--- config.mk ---
export PLATFORM = sky130hd
export DESIGN_NAME = rc_mesh_adaptive_flat
export DESIGN_NICKNAME = d
export VERILOG_FILES = /design/src/rtl/rc_mesh_adaptive_if.sv /design/src/rtl/rc_mesh_adaptive.sv /design/src/flat_wrapper.sv
export SDC_FILE = /design/constraint.sdc
export NUM_CORES = 1
export LEC_CHECK = 0
export ABC_CLOCK_PERIOD_IN_PS = 1860
export BUFFER_PORTS_ARGS = -buffer_cell sky130_fd_sc_hd__clkbuf_2
export CAP_MARGIN = 20
export CORE_ASPECT_RATIO = 0.9
export CORE_MARGIN = 2
export CORE_UTILIZATION = 25
export CTS_BUF_LIST = sky130_fd_sc_hd__clkbuf_8
export DETAILED_ROUTE_END_ITERATION = 8
export PLACE_DENSITY = 0.47
export SLEW_MARGIN = 20
export SYNTH_ARGS = -nofsm -noshare
export SYNTH_HDL_FRONTEND = slang
export SYNTH_SLANG_ARGS = --single-unit
--- constraint.sdc ---
create_clock -name rc_clk -period 1.86 [get_ports rc_clk]
set_input_delay 0.465 -clock rc_clk [delete_from_list [all_inputs] [get_ports rc_clk]]
set_output_delay 0.465 -clock rc_clk [all_outputs]
set_load 0.005 [all_outputs]
--- src/rtl/rc_mesh_adaptive_if.sv ---
// Flit stream bundle around the route-computation stage.
// The upstream side carries flits in from the input FIFO, the downstream side
// carries routed flits out to the switch allocator.
interface rc_mesh_adaptive_if #(
    parameter int DATASIZE = 40
);
    logic [DATASIZE-1:0] data_in;
    logic                valid_in;
    logic                in_ready;
    logic [DATASIZE-1:0] data_out;
    logic [3:0]          direction_out;
    logic                valid_out;
    logic                out_ready;
    logic                err_out;

    // Environment side: feeds flits in and accepts routed flits.
    modport master (
        output data_in, valid_in, out_ready,
        input  in_ready, data_out, direction_out, valid_out, err_out
    );

    // Route-computation stage side.
    modport slave (
        input  data_in, valid_in, out_ready,
        output in_ready, data_out, direction_out, valid_out, err_out
    );
endinterface

--- src/rtl/rc_mesh_adaptive.sv ---
// Route computation for one input port of a 2D-mesh router.
// The head flit picks a minimal route, adaptively by downstream pressure or
// deterministically XY. Body and tail flits follow the route locked by their head.
module rc_mesh_adaptive #(
    parameter int DATASIZE  = 40,
    parameter int COORD_W   = 2,
    parameter int MESH_ROWS = 3,
    parameter int MESH_COLS = 3,
    parameter int ROW_POS   = 1,
    parameter int COL_POS   = 2,
    parameter int WIDTH     = 3
) (
    input  logic              rc_clk,
    input  logic              rst_n,
    rc_mesh_adaptive_if.slave bus,
    input  logic              mode_xy,
    input  logic [WIDTH:0]    N_pressure_in,
    input  logic [WIDTH:0]    E_pressure_in,
    input  logic [WIDTH:0]    S_pressure_in,
    input  logic [WIDTH:0]    W_pressure_in
);
    localparam logic [3:0] DIR_W     = 4'b1000;
    localparam logic [3:0] DIR_N     = 4'b0100;
    localparam logic [3:0] DIR_E     = 4'b0010;
    localparam logic [3:0] DIR_S     = 4'b0001;
    localparam logic [3:0] DIR_LOCAL = 4'b0000;
    localparam logic [3:0] DIR_NONE  = 4'b1111;

    localparam logic [1:0] T_BODY   = 2'b00;
    localparam logic [1:0] T_HEAD   = 2'b01;
    localparam logic [1:0] T_TAIL   = 2'b10;
    localparam logic [1:0] T_SINGLE = 2'b11;

    localparam logic [COORD_W-1:0] ROW_C  = COORD_W'(ROW_POS);
    localparam logic [COORD_W-1:0] COL_C  = COORD_W'(COL_POS);
    localparam logic [COORD_W:0]   ROWS_C = (COORD_W+1)'(MESH_ROWS);
    localparam logic [COORD_W:0]   COLS_C = (COORD_W+1)'(MESH_COLS);

    typedef enum logic [0:0] {
        ST_UNLOCKED = 1'b0,
        ST_LOCKED   = 1'b1
    } lock_state_t;

    lock_state_t         state_r, state_next_s;
    logic [3:0]          locked_dir_r, locked_dir_next_s;
    logic [DATASIZE-1:0] data_out_r;
    logic [3:0]          direction_out_r;
    logic                valid_out_r;
    logic                err_out_r;

    logic [COORD_W-1:0]  dst_row_s, dst_col_s;
    logic [1:0]          ftype_s;
    logic                dst_bad_s;
    logic [3:0]          horiz_dir_s, vert_dir_s, route_s;
    logic [WIDTH:0]      horiz_p_s, vert_p_s;
    logic [3:0]          dir_next_s;
    logic                err_next_s;
    logic                in_ready_s, in_xfer_s, out_xfer_s;

    assign in_ready_s = !valid_out_r | bus.out_ready;
    assign in_xfer_s  = bus.valid_in & in_ready_s;
    assign out_xfer_s = valid_out_r & bus.out_ready;

    assign bus.in_ready      = in_ready_s;
    assign bus.data_out      = data_out_r;
    assign bus.direction_out = direction_out_r;
    assign bus.valid_out     = valid_out_r;
    assign bus.err_out       = err_out_r;

    // Minimal route for the incoming flit's destination, plus range check.
    always_comb begin
        ftype_s   = bus.data_in[1:0];
        dst_row_s = bus.data_in[32+2*COORD_W-1:32+COORD_W];
        dst_col_s = bus.data_in[32+COORD_W-1:32];
        dst_bad_s = ({1'b0, dst_row_s} >= ROWS_C) || ({1'b0, dst_col_s} >= COLS_C);

        if (dst_col_s > COL_C) begin
            horiz_dir_s = DIR_E;
            horiz_p_s   = E_pressure_in;
        end else begin
            horiz_dir_s = DIR_W;
            horiz_p_s   = W_pressure_in;
        end

        if (dst_row_s > ROW_C) begin
            vert_dir_s = DIR_S;
            vert_p_s   = S_pressure_in;
        end else begin
            vert_dir_s = DIR_N;
            vert_p_s   = N_pressure_in;
        end

        // Ties go horizontal so adaptive mode degrades gracefully toward XY.
        if (dst_row_s == ROW_C && dst_col_s == COL_C) begin
            route_s = DIR_LOCAL;
        end else if (dst_row_s == ROW_C) begin
            route_s = horiz_dir_s;
        end else if (dst_col_s == COL_C) begin
            route_s = vert_dir_s;
        end else if (mode_xy) begin
            route_s = horiz_dir_s;
        end else if (horiz_p_s <= vert_p_s) begin
            route_s = horiz_dir_s;
        end else begin
            route_s = vert_dir_s;
        end
    end

    // Packet lock state register; cleared asynchronously by reset.
    always_ff @(posedge rc_clk or negedge rst_n) begin
        if (!rst_n) begin
            state_r      <= ST_UNLOCKED;
            locked_dir_r <= DIR_NONE;
        end else begin
            state_r      <= state_next_s;
            locked_dir_r <= locked_dir_next_s;
        end
    end

    // Per-flit direction, error flag and next lock state.
    always_comb begin
        state_next_s      = state_r;
        locked_dir_next_s = locked_dir_r;
        dir_next_s        = DIR_NONE;
        err_next_s        = 1'b0;
        if (in_xfer_s) begin
            case (ftype_s)
                T_HEAD: begin
                    if (dst_bad_s) begin
                        err_next_s = 1'b1;
                    end else begin
                        dir_next_s        = route_s;
                        err_next_s        = (state_r == ST_LOCKED);
                        state_next_s      = ST_LOCKED;
                        locked_dir_next_s = route_s;
                    end
                end
                T_SINGLE: begin
                    dir_next_s = dst_bad_s ? DIR_NONE : route_s;
                    err_next_s = dst_bad_s | (state_r == ST_LOCKED);
                end
                T_BODY, T_TAIL: begin
                    if (state_r == ST_LOCKED) begin
                        dir_next_s = locked_dir_r;
                        if (ftype_s == T_TAIL) begin
                            state_next_s      = ST_UNLOCKED;
                            locked_dir_next_s = DIR_NONE;
                        end else begin
                            state_next_s      = ST_LOCKED;
                        end
                    end else begin
                        err_next_s = 1'b1;
                    end
                end
                default: begin
                    err_next_s = 1'b1;
                end
            endcase
        end else begin
            dir_next_s = DIR_NONE;
        end
    end

    // Registered output stage: load on accept, drain on hand-off, hold on stall.
    always_ff @(posedge rc_clk or negedge rst_n) begin
        if (!rst_n) begin
            data_out_r      <= '0;
            direction_out_r <= DIR_NONE;
            valid_out_r     <= 1'b0;
            err_out_r       <= 1'b0;
        end else if (in_xfer_s) begin
            data_out_r      <= bus.data_in;
            direction_out_r <= dir_next_s;
            valid_out_r     <= 1'b1;
            err_out_r       <= err_next_s;
        end else if (out_xfer_s) begin
            direction_out_r <= DIR_NONE;
            valid_out_r     <= 1'b0;
            err_out_r       <= 1'b0;
        end else begin
            err_out_r       <= 1'b0;
        end
    end
endmodule

--- src/flat_wrapper.sv ---
// flat-port wrapper written by rule: the top's interface ports become plain ports
module rc_mesh_adaptive_flat 
#(
    parameter int DATASIZE  = 40,
    parameter int COORD_W   = 2,
    parameter int MESH_ROWS = 3,
    parameter int MESH_COLS = 3,
    parameter int ROW_POS   = 1,
    parameter int COL_POS   = 2,
    parameter int WIDTH     = 3
)
  (rc_clk, rst_n, mode_xy, N_pressure_in, E_pressure_in, S_pressure_in, W_pressure_in, bus_data_in, bus_valid_in, bus_out_ready, bus_in_ready, bus_data_out, bus_direction_out, bus_valid_out, bus_err_out);
  rc_mesh_adaptive_if #(.DATASIZE(DATASIZE)) bus_i ();
  input  logic rc_clk;
  input  logic rst_n;
  input  logic mode_xy;
  input  logic [WIDTH:0] N_pressure_in;
  input  logic [WIDTH:0] E_pressure_in;
  input  logic [WIDTH:0] S_pressure_in;
  input  logic [WIDTH:0] W_pressure_in;
  input wire logic [$bits(bus_i.data_in)-1:0] bus_data_in;
  input wire logic [$bits(bus_i.valid_in)-1:0] bus_valid_in;
  input wire logic [$bits(bus_i.out_ready)-1:0] bus_out_ready;
  output wire logic [$bits(bus_i.in_ready)-1:0] bus_in_ready;
  output wire logic [$bits(bus_i.data_out)-1:0] bus_data_out;
  output wire logic [$bits(bus_i.direction_out)-1:0] bus_direction_out;
  output wire logic [$bits(bus_i.valid_out)-1:0] bus_valid_out;
  output wire logic [$bits(bus_i.err_out)-1:0] bus_err_out;
  assign bus_i.data_in = bus_data_in;
  assign bus_i.valid_in = bus_valid_in;
  assign bus_i.out_ready = bus_out_ready;
  assign bus_in_ready = bus_i.in_ready;
  assign bus_data_out = bus_i.data_out;
  assign bus_direction_out = bus_i.direction_out;
  assign bus_valid_out = bus_i.valid_out;
  assign bus_err_out = bus_i.err_out;
  rc_mesh_adaptive #(.DATASIZE(DATASIZE), .COORD_W(COORD_W), .MESH_ROWS(MESH_ROWS), .MESH_COLS(MESH_COLS), .ROW_POS(ROW_POS), .COL_POS(COL_POS), .WIDTH(WIDTH)) u_core (.rc_clk(rc_clk), .rst_n(rst_n), .bus(bus_i), .mode_xy(mode_xy), .N_pressure_in(N_pressure_in), .E_pressure_in(E_pressure_in), .S_pressure_in(S_pressure_in), .W_pressure_in(W_pressure_in));
endmodule
Yosys cells after proc, flatten, opt, wreduce, memory -nomap -nowiden

Cells that the tools add are included.

Flip-flop bits (word level): 51
Output and inout bits: 47
Logic and storage cells: 61

Order comparisons: 5
Equality and inequality tests: 8
Muxes and demuxes: 28
Bitwise operators: 4
Reduce and logical (&&, ||, !) cells: 10

Operators by type and width:

| operator                                                                        | number |
|---|---|
| 4-bit 2-to-1 mux                                                                | 15 |
| 4-bit one-hot mux with 2 select lines                                           | 2 |
| 1-bit 2-to-1 mux                                                                | 8 |
| 2-bit == test, second input constant                                            | 3 |
| 5-bit AND reduction                                                             | 1 |
| 2-bit by 1-bit == test with 1-bit output, second input constant                 | 2 |
| 2-bit greater-or-equal comparator, second input constant                        | 2 |
| 4-bit <= comparator                                                             | 1 |
| 2-bit by 1-bit inequality test with 1-bit output, second input constant         | 2 |
| 2-bit nonzero test                                                              | 2 |
| 2-bit OR reduction                                                              | 2 |
| 3-bit 2-to-1 mux                                                                | 1 |
| 1-bit one-hot mux with 3 select lines                                           | 1 |
| 3-bit AND reduction                                                             | 1 |
| 1-bit AND                                                                       | 2 |
| 2-bit by 1-bit greater-than comparator with 1-bit output, second input constant | 1 |
| 2-bit greater-than comparator, second input constant                            | 1 |
| 2-bit zero test                                                                 | 1 |
| 2-bit inequality test, second input constant                                    | 1 |
| 1-bit bitwise OR                                                                | 2 |
| 1-bit one-hot mux with 2 select lines                                           | 1 |
| 1-bit logical AND                                                               | 1 |
| 1-bit zero test                                                                 | 1 |
| 1-bit logical OR                                                                | 1 |

Depth between registers and ports, before layout

Gate-level depths: netlist (run 1).

Depth after elaboration: 11
Depth in mapped cells: 7
Gate-level depth less buffers: 7

Worst setup path after synthesis (run 1)

No wires, ideal clock.

Path type: input to register
From: input port bus_data_in[32]
To: register u_core.direction_out_r[0], in the netlist u_core.bus.direction_out[0]
Library setup time: 0.098 ns
Arrival time: 1.954 ns
Path slack: -0.193 ns
Stages: 7
Cells stage by stage: nand2_1 > mux2_2 > ha_1 > a41o_1 > nand2_1 > o211ai_1 > a221oi_1

Word-level cells in the longest chain between the ends: 11
Elaborated cells on any way between the ends: 15

Ends and longest elaborated chain:

| item                                      | line                                             | RTL |
|---|---|---|
| start, declared                           | flat_wrapper.sv:21                               | `input wire logic [$bits(bus_i.data_in)-1:0] bus_data_in;` |
| 2-bit greater-than comparator             | rc_mesh_adaptive.sv:77                           | `if (dst_col_s > COL_C) begin` |
| 4-bit 2-to-1 mux                          | rc_mesh_adaptive.sv:77                           |  |
| 4-bit <= comparator                       | rc_mesh_adaptive.sv:102                          | `end else if (horiz_p_s <= vert_p_s) begin` |
| 4-bit 2-to-1 mux                          | rc_mesh_adaptive.sv:102                          |  |
| 4-bit 2-to-1 mux                          | rc_mesh_adaptive.sv:100                          | `end else if (mode_xy) begin` |
| 4-bit 2-to-1 mux                          | rc_mesh_adaptive.sv:98                           | `end else if (dst_col_s == COL_C) begin` |
| 4-bit 2-to-1 mux                          | rc_mesh_adaptive.sv:96                           | `end else if (dst_row_s == ROW_C) begin` |
| 4-bit 2-to-1 mux                          | rc_mesh_adaptive.sv:94                           | `if (dst_row_s == ROW_C && dst_col_s == COL_C) begin` |
| 4-bit 2-to-1 mux (*)                      | rc_mesh_adaptive.sv:129, rc_mesh_adaptive.sv:139 |  |
| 4-bit one-hot mux with 2 select lines (*) | rc_mesh_adaptive.sv:127                          | `case (ftype_s)` |
| 4-bit 2-to-1 mux (*)                      | rc_mesh_adaptive.sv:171                          | `end else if (in_xfer_s) begin` |
| end signal, assigned                      | rc_mesh_adaptive.sv:173                          | `direction_out_r <= dir_next_s;` |
| end, declared                             | rc_mesh_adaptive.sv:47                           | `logic [3:0] direction_out_r;` |

Every way passes the cells marked *; elsewhere a longest branch is shown, timed or not.
A chain may end at the register's enable or synchronous reset.

Worst setup path in the final report (run 1)

From: input port bus_data_in[35]
To: register u_core.locked_dir_r[1]

Word-level cells in the longest chain between the ends: 10
Elaborated cells on any way between the ends: 16

Ends and longest elaborated chain:

| item                                                     | line                    | RTL |
|---|---|---|
| 2-bit by 1-bit greater-than comparator with 1-bit output | rc_mesh_adaptive.sv:85  | `if (dst_row_s > ROW_C) begin` |
| 4-bit 2-to-1 mux                                         | rc_mesh_adaptive.sv:85  |  |
| 4-bit <= comparator                                      | rc_mesh_adaptive.sv:102 |  |
| 4-bit 2-to-1 mux                                         | rc_mesh_adaptive.sv:102 |  |
| 4-bit 2-to-1 mux                                         | rc_mesh_adaptive.sv:100 |  |
| 4-bit 2-to-1 mux                                         | rc_mesh_adaptive.sv:98  |  |
| 4-bit 2-to-1 mux                                         | rc_mesh_adaptive.sv:96  |  |
| 4-bit 2-to-1 mux                                         | rc_mesh_adaptive.sv:94  |  |
| 4-bit 2-to-1 mux                                         | rc_mesh_adaptive.sv:129 | `if (dst_bad_s) begin` |
| 4-bit one-hot mux with 2 select lines                    | rc_mesh_adaptive.sv:127 |  |
| end signal, assigned                                     | rc_mesh_adaptive.sv:116 | `locked_dir_r <= locked_dir_next_s;` |
| end, declared                                            | rc_mesh_adaptive.sv:45  | `logic [3:0] locked_dir_r, locked_dir_next_s;` |

Several ways; a longest one is shown, not always the timed one. The select of a mux whose other input is x is not followed.

==> summary by stage, run 1 <==
Timing
For the final routed database, the setup TNS stands at 0 ps. The tightest slew margin relative to the limit is 79.5%. For the finished layout, the period the worst path requires is between 1500 and 2000 ps.

The final worst clock skew is 3.04 ps. The number of hold violations in the final report was 0. The top achievable clock speed is approximately 560 MHz.

Setup repair after global routing could not meet its margin everywhere. The worst-margin pin slew is 306 ps. The total of endpoints with negative setup slack in the final report is 0. The final hold slack is ~150 ps. Setup slack on the critical path of the routed design comes to between 70 and 80 ps. The final-report max-slew violation count came to 0.

The period utilization is between 90% and 100%.

Min path
The tightest min-delay check is of the primary input to asynchronous set/reset pin type.

Worst setup path
The data arrival at the endpoint of the critical path is 2010 ps. Traced cell by cell, the critical path runs through clkbuf_2 -> mux2i_1 -> ha_4 -> nor2b_4 -> o211a_1 -> buf_4 -> o21a_1 -> a21oi_1. Along the worst path, the maximum fanout reaches 5. The launching element type of the critical path is a primary input. The worst endpoint required time is 2090 ps.

The largest single stage delay on the critical path is 310 ps. The cell with the largest stage delay on the worst path is sky130_fd_sc_hd__mux2i_1. The start-to-end type of the worst setup path is primary input to flip-flop. The category of the worst setup path capture point is a flip-flop.

Yosys
After synthesis, the share of cell area in mux cells is 21.3%. The synthesized area divided by synthesized cell count is 13.0 um2. The dominant combinational cell family by area after synthesis is multiplexers. The number of distinct standard cells referenced by the synthesized netlist is 36.

The fraction of synthesis flops using an asynchronous set or reset pin is 100%. The sequential share of the synthesized area is 54.6%. The Yosys warning count is 0. The adder-cell share of the synthesized area is between 3 and 4%.

The mapped cell area is between 0.002 and 0.0025 mm2. Counting every net in the synthesized netlist gives 250. The cell count after synthesis came out at between 150 and 200. The synthesized netlist devotes 12.3% of its cell area to compound gates.

The simple-gate portion of the synthesized area is 5.52%. The xor and xnor fraction of the mapped netlist area is 0%. After synthesis the netlist holds a flip-flop and latch count of 51. The count of flip-flops with a built-in enable after synthesis is 0.

The most instantiated flip-flop cell in the synthesis netlist is sky130_fd_sc_hd__dfrtp_1.

Cells and area
From synthesis to final layout, the design area changed by 43.1%. The share of cells above drive strength 1 is a little over three fifths. The total inserted antenna cells is 0. The most common cell after layout, fill and taps aside is sky130_fd_sc_hd__clkbuf_2. For this run, the share of the core covered by cells in the final layout is a little under two fifths. Leaving out fill and tap cells, the most frequent cells in the layout are sky130_fd_sc_hd__clkbuf_2, sky130_fd_sc_hd__dfrtp_1, sky130_fd_sc_hd__mux2_2. The total number of nets in the final design is 374.

Routing
The detail route stage leaves a number of antenna-violating nets equal to 0. The routed layout has 1928 vias. The routed design uses roughly 2600 um of met2 wire. The top routing layer in use is met4. The remaining design rule violation count is 0. After detailed routing, the wire length on met1 is 2510 um.

After detailed routing, the met3 layer carries 341 um of wire. The via-per-instance ratio is 4.49. After the first detailed-routing iteration, the DRC count stood at 37. The aggregate routed wire length is roughly 5500 um.

For this run, the detailed router's first-pass iteration total came to 4. The average wire length per cell after detail routing is around 13 um.

Floorplanning
The floorplan step defined a die boundary enclosing roughly 0.010 mm2. The width of the chip is roughly 110 um. The core area is 0.00913 mm2. The floorplan has 33 rows. The die height is 96.1 um.

The count of boundary I/O pins is approximately 110. For this configuration, the core starts out at a cell density of 25.8%.

Global routing
For this run the aggregate overflow at the end of global routing stands at 0. The via count of the first global-routing pass is 1935. The number of antenna violations at the first check in global routing is 0. The pin count of the biggest net entering global routing is 52. For this run, the total global-route usage over all layers was measured as 11.0%.

The first-pass GRT wire length is 8950 um.

Clock network
The clock reaches the later pin of the worst-skew pair after 300 ps. The H-tree depth reported by CTS is 2. The CTS tree is done. The clock slew at the register clock pins of the worst setup and hold paths is approximately 90 ps. The number of buffers on the longest clock path is 2. The tree is rooted in a sky130_fd_sc_hd__clkbuf_8. The number of sinks handled by clock tree synthesis is 51.

The number of hold buffers added after CTS was 0. The number of clock buffers inserted by TritonCTS is 5.

Power
The internal power consumption is around 2.1 mW. The total power draw is 2.85 mW. The net switching component of the power is 776 uW. The power density of the placed cells is approximately 840 mW/mm2. Of the total power, registers draw about half.

Across the VDD grid, the largest voltage drop is 325 uV. The power share of the clock group is between 20% and 30%. The leakage power is between 1.5 and 2 nW. The combinational power share is 24.7%. The switching power as a share of total power is 27.3%.

Place
At the end of routability-driven placement, the weighted congestion stood at 0.723. The estimated wirelength of the detail-placed design is between 4000 and 5000 um. In this run the tool buffered the top-level ports with 107 buffer cells. The post-placement worst setup slack is -301 ps.

Run status
The run finished with clean final reports.

Flow run
The number of maximum-capacitance violations is 0.
## cell usage after synthesis, types with 2 or more instances
master                      number  area share [%]
sky130_fd_sc_hd__a21oi_1         7             1.5
sky130_fd_sc_hd__a221oi_1        2            0.74
sky130_fd_sc_hd__buf_2           8             1.7
sky130_fd_sc_hd__dfrtp_1        43              46
sky130_fd_sc_hd__dfstp_2         8             8.9
sky130_fd_sc_hd__ha_1            7             3.7
sky130_fd_sc_hd__inv_1           6            0.96
sky130_fd_sc_hd__mux2_2         41              20
sky130_fd_sc_hd__mux2i_1         4             1.7
sky130_fd_sc_hd__nand2_1         8             1.3
sky130_fd_sc_hd__nand2b_1        5             1.3
sky130_fd_sc_hd__nor2_1          8             1.3
sky130_fd_sc_hd__o2111a_1        2            0.96
sky130_fd_sc_hd__o211ai_1        4             1.3
sky130_fd_sc_hd__o21ai_0         4            0.85
sky130_fd_sc_hd__o22ai_1         3            0.80
sky130_fd_sc_hd__o2bb2ai_1       2            0.74
sky130_fd_sc_hd__o32ai_1         2            0.74
## per-layer routing
| layer | GRT usage (%) | vias to the layer above |
|---|---|---|
| li1 | - | 910 |
| met1 | 14.2 | 956 |
| met2 | 18.1 | 54 |
| met3 | 3.05 | 8 |
| met4 | 2.96 | 0 |
| met5 | 0 | - |
## flip-flops by register name, indices dropped and copies added, names as in the netlist
name,count
u_core.locked_dir_r,4
u_core.bus.data_out,40
u_core.bus.valid_out,1
u_core.bus.err_out,1
u_core.bus.direction_out,4
u_core.state_r,1
## worst max-delay path: cells and delay by family
| family | cells | cell delay [ps] |
|---|---|---|
| buffers and inverters | 2 | 290 |
| AOI/OAI and AO/OA | 3 | 580 |
| muxes | 1 | 310 |
| and+or+nand+nor | 1 | 110 |
| adders and majority gates | 1 | 250 |
## final timing paths
check / from / end / slack [ps] / cells past startpoint
worst max register to register: u_core.bus.valid_out$_DFFE_PN0P_ / u_core.bus.direction_out[0]$_DFFE_PN1P_ / 400 / 5
max in group asynchronous: rst_n / u_core.locked_dir_r[1]$_DFFE_PN1P_ / 1430 / 2
worst min-delay path: rst_n / u_core.bus.valid_out$_DFFE_PN0P_ / 150 / 2
worst max-delay path: bus_data_in[35] / u_core.locked_dir_r[1]$_DFFE_PN1P_ / 80 / 8
worst min register to register: u_core.bus.data_out[0]$_DFFE_PN0P_ / u_core.bus.data_out[0]$_DFFE_PN0P_ / 490 / 2
min in group rc_clk: bus_data_in[17] / u_core.bus.data_out[17]$_DFFE_PN0P_ / 390 / 2
## final cells by class
class / instances / area, um2
inverter: 6 / 22.5
clock buffer: 7 / 96.3
multi-input combinational: 117 / 1100
clock inverter: 1 / 7.51
timing repair buffer: 125 / 712
sequential: 51 / 1290
fill: 951 / 5750
tap: 122 / 153
## cell families (layout without fill, tap and decap cells)
group / count (synthesis) / after routing
AO/OA/AOI/OAI: 38 / 38
adder cells (fa/ha/maj): 7 / 7
buffers and inverters: 14 / 139
flip-flops: 51 / 51
multiplexers: 45 / 45
AND/OR/NAND/NOR: 27 / 27
## per-stage QoR
stage / std cells / area (um2)
6_report: 429 / 3370
4_1_cts: 428 / 3330
2_1_floorplan: 182 / 2430
3_5_place_dp: 420 / 3230
5_1_grt: 429 / 3370
3_3_place_gp: 420 / 3230
## power groups by stage
stage               Combinational [mW]  Sequential, mW  Clock, mW
floorplan                        0.344            1.46          0
global placement                 0.695            1.46          0
detailed placement               0.697            1.47          0
CTS                              0.699            1.45      0.746
global route                     0.787            1.47      0.796
finish                           0.703            1.45      0.697
## repair_timing
| action | in CTS | in global routing |
|---|---|---|
| setup endpoints to repair | 0 | 2 |
| resized for setup | 0 | 11 |
| buffers inserted | 0 | 1 |
Power figures use the tool's default switching activity.
==> run 2: changes to the inputs <==
CORE_MARGIN = 5   (was 2)
PLACE_DENSITY = not set   (was 0.47)
PLACE_DENSITY_LB_ADDON = 0.25   (was not set)
==> summary by stage, run 2 (synthesized netlist as in run 1, its figures left out) <==
Clock network
The H-tree depth reported by CTS is 2. In this run the clock root is driven by a sky130_fd_sc_hd__clkbuf_8. The number of hold buffers added after CTS is 0. Clock-pin slew was measured on the worst setup and hold paths at about 90 ps. The number of clock buffers added by TritonCTS is 5.

In this run, post-CTS repair resized a total of 0 instances. The CTS tree is done. The number of buffers on the longest clock path is 2. For this design, the sink count on the clock tree is 51. The number of post-CTS setup repair buffers is 0. The clock latency of the later-clocked register in the worst-skew pair is 300 ps.

Routing
After detailed routing, the number of remaining DRC violations is 0. The first-iteration detailed-routing DRC count is 47. The via-per-instance ratio is 4.38. Before antenna repair, the detailed router went through 4 iterations.

The number of antenna-violating nets in the routed design is 0. For this block, the routed nets add up to 5890 um of wire. In the final routed layout, each cell accounts on average for 13.7 um.

The overall via count from detail_route is 1877.

Power
For this design the ratio of total power to cell area is 854 mW/mm2. Summed over all cells, the static leakage comes to 1.62 nW. The total power draw is 2.86 mW.

For this design the total switching power over the nets is 794 uW. The switching power as a share of total power is 27.8%. The worst-case IR drop observed on VDD is 311 uV. The power share of the clock group is 24.9%. Cell internal power was estimated by the tool at 2.07 mW.

Per report_power, the sequential group accounts for around half of the total. The combinational power share is 24.7%.

Timing
The period utilization is 99.0%. The final-report max-slew violation count is 0. In this run the tightest slew margin relative to its limit is ~67%. The worst setup slack after layout is around 19 ps.

The top achievable clock speed is 543 MHz. Setup violations remaining at the end of the flow were counted as 0. The number of hold violations in the final report was 0.

For the pin with the worst max-slew slack, the measured transition is 502 ps. The clock period could shrink to 1840 ps. The total negative slack for setup checks is 0 ps. Setup repair after global routing could not meet its margin everywhere. Clock skew on the completed layout was measured at around 6.5 ps.

Cells and area
The post-route netlist has 62.5% of its cells at a drive strength greater than 1. The area used by sequential logic in the layout is about 0.0013 mm2. After filler insertion, the fill cell instance count of the layout stands at 962. From synthesis to final layout, the design area changed by 42.1%. The multi-input combinational cell area is 0.00109 mm2.

The library cell used most frequently in the layout, excluding fill and tap cells, is sky130_fd_sc_hd__clkbuf_2. 0 antenna diodes ended up in the layout. Once layout is complete, the cells apart from fillers number approximately 430. The post-route core utilization is 36.5%.

The flip-flop count of the largest register, all copies and words added is 40. The net count of the finished layout is 374. Leaving out fill and tap cells, the most frequent cells in the layout are sky130_fd_sc_hd__clkbuf_2, sky130_fd_sc_hd__dfrtp_1, sky130_fd_sc_hd__mux2_2.

Place
Counting tap cells, the placed design contains a total of 421 instances. In this run the tool buffered the top-level ports with 107 buffer cells. Timing analysis after detailed placement gives a worst setup slack of -284 ps. After legalization and detailed placement, the total HPWL measured roughly 4700 um. The final weighted congestion of routability-driven global placement is around 0.74.

Min path
The kind of path behind the tightest hold check is primary input to asynchronous set/reset pin.

Worst setup path
The worst register-to-register path has a depth of 5. Across all register-to-register paths, the minimum setup slack is roughly 380 ps. The largest delay contributor family on the critical path is compound AO/OA/AOI/OAI gates.

The category of the worst setup path capture point is a flip-flop. The signal on the critical path passes through clkbuf_2 -> nand2_8 -> mux2_4 -> ha_4 -> nor2b_1 -> o211a_1 -> o211ai_1 -> a221oi_2. In this run the critical register-to-register path is launched from u_core.bus.valid_out$_DFFE_PN0P_.

Counting both buffers and inverters, the worst setup path holds a total of 1. STA puts the critical path data arrival time at 2050 ps. The start-to-end type of the worst setup path is primary input to flip-flop.

The launching element type of the critical path is a primary input. The cell with the largest stage delay on the worst path is sky130_fd_sc_hd__mux2_4. In this run the worst path has a maximum fanout of 5. In this design, the stage delay of the slowest critical-path cell is 310 ps. The end of the worst register-to-register path is u_core.bus.direction_out[3]$_DFFE_PN1P_. The worst endpoint required time is 2070 ps.

Floorplanning
108 I/O pins were placed. The initial core utilization is about a quarter. The full die area is 0.0115 mm2. The floorplan has 33 rows. The core region is 0.00917 mm2. The width of the chip is 112 um. The die height is 102 um.

Run status
The flow ran to the end, and the final reports show no timing, DRC or antenna violations.

Global routing
The number of antenna violations at the first check in global routing is 0. The global routing usage summed across all routing layers is 10.3%. The total global routing overflow is 0. The first-pass GRT wire length is 9640 um.

Entering global routing, the biggest net connects 29 pins. The via count of the first global-routing pass is slightly above 2k.

Flow run
The number of maximum-capacitance violations is 0.
-- run 2: cell count changes in the layout (fill, tap and decap cells not counted) --
cell and change:
sky130_fd_sc_hd__buf_6 -1, sky130_fd_sc_hd__buf_8 -1, sky130_fd_sc_hd__nor2b_4 -1, sky130_fd_sc_hd__clkbuf_2 +2, sky130_fd_sc_hd__nor2b_1 +1
-- run 2: worst max-delay path by stage --
stage / from / end / slack (ps) / cells past startpoint
after global placement: bus_data_in[32] / u_core.bus.direction_out[0]$_DFFE_PN1P_ / -220 / 8
after detailed placement: bus_data_in[32] / u_core.bus.direction_out[2]$_DFFE_PN1P_ / -280 / 8
after global routing: bus_data_in[32] / u_core.bus.direction_out[0]$_DFFE_PN1P_ / -20 / 8
final: bus_data_in[32] / u_core.bus.direction_out[0]$_DFFE_PN1P_ / 20 / 8
after floorplan: bus_data_in[35] / u_core.bus.direction_out[2]$_DFFE_PN1P_ / 0.3 / 7
after CTS: bus_data_in[32] / u_core.bus.direction_out[0]$_DFFE_PN1P_ / 40 / 8
-- run 2: area by class of cell --
type                            count  share of cell area [%]
Clock buffer                        7                    2.88
Clock inverter                      1                   0.224
Inverter                            6                   0.672
Multi-Input combinational cell    117                    32.5
Sequential cell                    51                    38.4
Tap cell                          122                    4.56
Timing Repair Buffer              125                    20.8
-- run 2: layer usage --
layer,part of all wire (%),global-route usage (%),vias to the layer above,wire length [um]
met5,0,0,-,0
met4,1.0,2.77,0,59
met3,7.1,3.79,8,418
met2,46,16.7,60,2720
met1,46,13.1,895,2690
li1,-,-,914,-
-- run 2: power groups by stage --
stage,combinational (mW),clock (mW),sequential (mW)
final,0.706,0.713,1.44
after global routing,0.794,0.800,1.47
after CTS,0.715,0.749,1.44
after detailed placement,0.714,0,1.46
after global placement,0.706,0,1.46
after floorplan,0.344,0,1.46
-- run 2: through the flow --
step | hold slack, ps | area [um2]
floorplan | 169 | 2430
global placement | 464 | 3230
detailed placement | 463 | 3230
CTS | 128 | 3340
global route | 136 | 3350
finish | 114 | 3350
==> run 3: changes to the inputs <==
ABC_AREA = 1   (was not set)
==> summary by stage, run 3 <==
Worst setup path
The worst endpoint required time is roughly 2100 ps. Traced cell by cell, the critical path runs through clkbuf_2 -> nand2_4 -> mux2_4 -> ha_4 -> nand2_1 -> nor2_1 -> nor2_1 -> nand2_1 -> nand2_2 -> nand2_2 -> nand3_1 -> nand2_1 -> a21oi_2. The data arrival at the endpoint of the critical path is 1960 ps. The number of buffers and inverters on the critical path is 1. The category of the worst setup path capture point is a flip-flop. The maximum net fanout on the critical path is 5. The cell with the largest stage delay on the worst path is sky130_fd_sc_hd__mux2_4.

Grouping stages by cell kind, the critical path spends the most delay in simple AND/OR/NAND/NOR gates. The critical path is of the primary input to flip-flop type. The largest single stage delay on the critical path is about 320 ps. The launching element type of the critical path is a primary input. The cell occurring most often along the worst timing path is sky130_fd_sc_hd__nand2_1.

Power
The leakage power is 1.87 nW. Power comes to 2.92 mW. The power density of the placed cells is 888 mW/mm2. The worst supply voltage drop on vdd is 387 uV.

Yosys
The gate count of the mapped netlist is roughly 280. Ranked by total cell area, the synthesized netlist is headed by sky130_fd_sc_hd__dfrtp_1, sky130_fd_sc_hd__nand2_1, sky130_fd_sc_hd__dfstp_2. The fraction of synthesis flops using an asynchronous set or reset pin is 100%. The synthesized flop and latch total is just over 50.

After synthesis, flip-flops and latches occupy between 50 and 60% of the total area. The synthesized area divided by synthesized cell count is 8.50 um2. The library cell occupying the most area in the post-synthesis netlist is sky130_fd_sc_hd__dfrtp_1.

The commonest cells after synthesis are sky130_fd_sc_hd__nand2_1, sky130_fd_sc_hd__dfrtp_1, sky130_fd_sc_hd__inv_1. In the synthesized netlist the dominant register cell turns out to be sky130_fd_sc_hd__dfrtp_1. Synthesis instantiated 25 different standard cells from the library.

Yosys printed 0 warnings. The synthesized netlist occupies a cell area of around 0.0023 mm2. In this run, synthesis inferred 0 flip-flops with an integrated enable. The number of nets in the synthesized netlist is 343.

After synthesis, the largest area contributor takes up 46.0% of total cell area. The cell with the most instances after synthesis is sky130_fd_sc_hd__nand2_1.

Floorplanning
The die is about 110 um wide. The floorplan step defined a core boundary enclosing 0.00913 mm2. The die height is 102 um. The initial core utilization is roughly a quarter. The full die area is 0.0114 mm2.

The count of boundary I/O pins is 108. The floorplan has 33 rows.

Min path
The kind of path behind the tightest hold check is primary input to asynchronous set/reset pin.

Timing
The top achievable clock speed is about 580 MHz. Dividing the final minimum period by the clock period gives 92.5%. At the pin with the least slew margin, the transition time is ~270 ps.

Once routing completed, OpenROAD measured the worst setup slack at about 140 ps. On the final layout, the worst clock skew is 5.95 ps. Measured against its own limit, the worst slew margin works out to between 80% and 90%. The final-report max-slew violation count is 0. Setup repair after global routing left no endpoint under its margin. Counting I/O delays and the setup requirement, the final critical path takes 1720 ps.

The number of hold violations in the final report came to 0. The total of endpoints with negative setup slack in the final report is 0.

Routing
The first TritonRoute pass finished after 4 iterations. The number of antenna-violating nets in the routed design is 0. The via-per-instance ratio is 4.05. The overall via count from detail_route is 2080. After the first detailed-routing iteration, the DRC count stood at 85. For this run, design rule violations remaining after detail routing come to 0. Dividing the detail-routed wire length by the instance count gives 11.8 um.

The aggregate routed wire length is 6040 um.

Clock network
The H-tree was split into 2 levels. Counting the buffers created by CTS gives 5. The cell at the root of the clock tree is sky130_fd_sc_hd__clkbuf_8. No sink is reached through more buffers than the 2 on the longest clock path.

After clock tree synthesis, the clock-pin slew on the worst setup and hold paths is 100 ps. The CTS tree is done. At the later pin of the worst-skew pair, clock insertion delay measures 300 ps. CTS saw 51 sinks. The number of post-CTS setup repair buffers is 0.

Cells and area
The total number of nets in the final design is 458. The flip-flop count of the largest register, all copies and words added is 40. The post-route netlist has 39.4% of its cells at a drive strength greater than 1. The post-route core utilization is between 30% and 40%. The total inserted antenna cells is 0.

The count of cells in the finished layout, fillers not included, comes to slightly above 500. The library cell used most frequently in the layout, excluding fill and tap cells, is sky130_fd_sc_hd__nand2_1. After routing the design area is 0.00329 mm2. The layout has approximately 970 filler cells.

Compared with the post-synthesis result, the final layout area differs by 40.5%. Leaving out fill and tap cells, the most frequent cells in the layout are sky130_fd_sc_hd__nand2_1, sky130_fd_sc_hd__clkbuf_2, sky130_fd_sc_hd__dfrtp_1.

Global routing
The global routing usage summed across all routing layers is 11.0%. The number of antenna violations at the first check in global routing is 0. Entering global routing, the biggest net connects 52 pins. The total global routing overflow is 0.

The first-pass GRT wire length is 10400 um. The via count of the first global-routing pass is 2161.

Place
The final weighted congestion of routability-driven global placement is 0.761. Summing all placed instances gives a cell area of ~0.0031 mm2. The post-placement worst setup slack is -236 ps. The count of buffers added on input and output ports is 107. Detailed placement ended at an HPWL of 4510 um.

The number of instances in the placed design is 505.

Flow run
Max-cap violations in this run came to 0.

Run status
The flow ran to the end, and the final reports show no timing, DRC or antenna violations.
==> run 3: cells by family after synthesis <==
logic type / count (synthesis) / synth area share [%]
AOI/OAI and AO/OA: 21 / 4.92
adders and majority gates: 7 / 3.75
buffers and inverters: 25 / 4.60
DFF: 51 / 55.0
muxes: 7 / 3.16
and+or+nand+nor: 164 / 28.6
==> run 3: cell type report <==
| cell class | count | area [um2] | area share (%) |
|---|---|---|---|
| sequential | 51 | 1290 | 39.1 |
| timing repair buffer | 118 | 643 | 19.6 |
| tap | 122 | 153 | 4.65 |
| multi-input combinational | 199 | 1010 | 30.8 |
| clock inverter | 3 | 63.8 | 1.94 |
| inverter | 15 | 58.8 | 1.79 |
| clock buffer | 5 | 68.8 | 2.09 |
==> run 3: power by group <==
group / switching, mW / internal (mW)
Clock: 0.364 / 0.532
Sequential: 0.0894 / 1.30
Combinational: 0.338 / 0.293
==> run 3: routing by layer <==
metal / vias to the layer above / GRT usage (%) / part of all wire (%)
li1: 1082 / - / -
met1: 935 / 14.5 / 46
met2: 59 / 18.0 / 46
met3: 4 / 3.23 / 7.2
met4: 0 / 2.77 / 0.40
met5: - / 0 / 0
==> run 3: per-stage QoR <==
step | hold slack [ps] | setup TNS [ps]
after global routing | 156 | 0
final | 137 | 0
after floorplan | 169 | 0
after global placement | 462 | -929
after detailed placement | 464 | -1210
after CTS | 148 | 0
==> run 3: worst register-to-register path, delay by kind of cell, from the launching register on <==
family / cells / cell delay, ps
AND/OR/NAND/NOR: 5 / 560
flip-flops: 1 / 400
buffers and inverters: 1 / 170
AO/OA/AOI/OAI: 1 / 150
==> run 3: final timing paths <==
path / cells after the start / to / slack, ps / from
min in group rc_clk: 3 / u_core.bus.data_out[30]$_DFFE_PN0P_ / 350 / bus_data_in[30]
min reg2reg: 2 / u_core.bus.data_out[39]$_DFFE_PN0P_ / 480 / u_core.bus.data_out[39]$_DFFE_PN0P_
min: 2 / u_core.bus.data_out[24]$_DFFE_PN0P_ / 140 / rst_n
max reg2reg: 7 / u_core.locked_dir_r[0]$_DFFE_PN1P_ / 520 / u_core.bus.valid_out$_DFFE_PN0P_
max: 13 / u_core.bus.direction_out[2]$_DFFE_PN1P_ / 140 / bus_data_in[33]
max in group asynchronous: 2 / u_core.locked_dir_r[3]$_DFFE_PN1P_ / 1420 / rst_n
==> run 3: what timing repair did <==
| action | in CTS | in global routing |
|---|---|---|
| gates resized for setup | 0 | 10 |
| endpoints found under the hold margin | 0 | 0 |
| endpoints found under the setup margin | 0 | 2 |
| hold buffers | 0 | 0 |
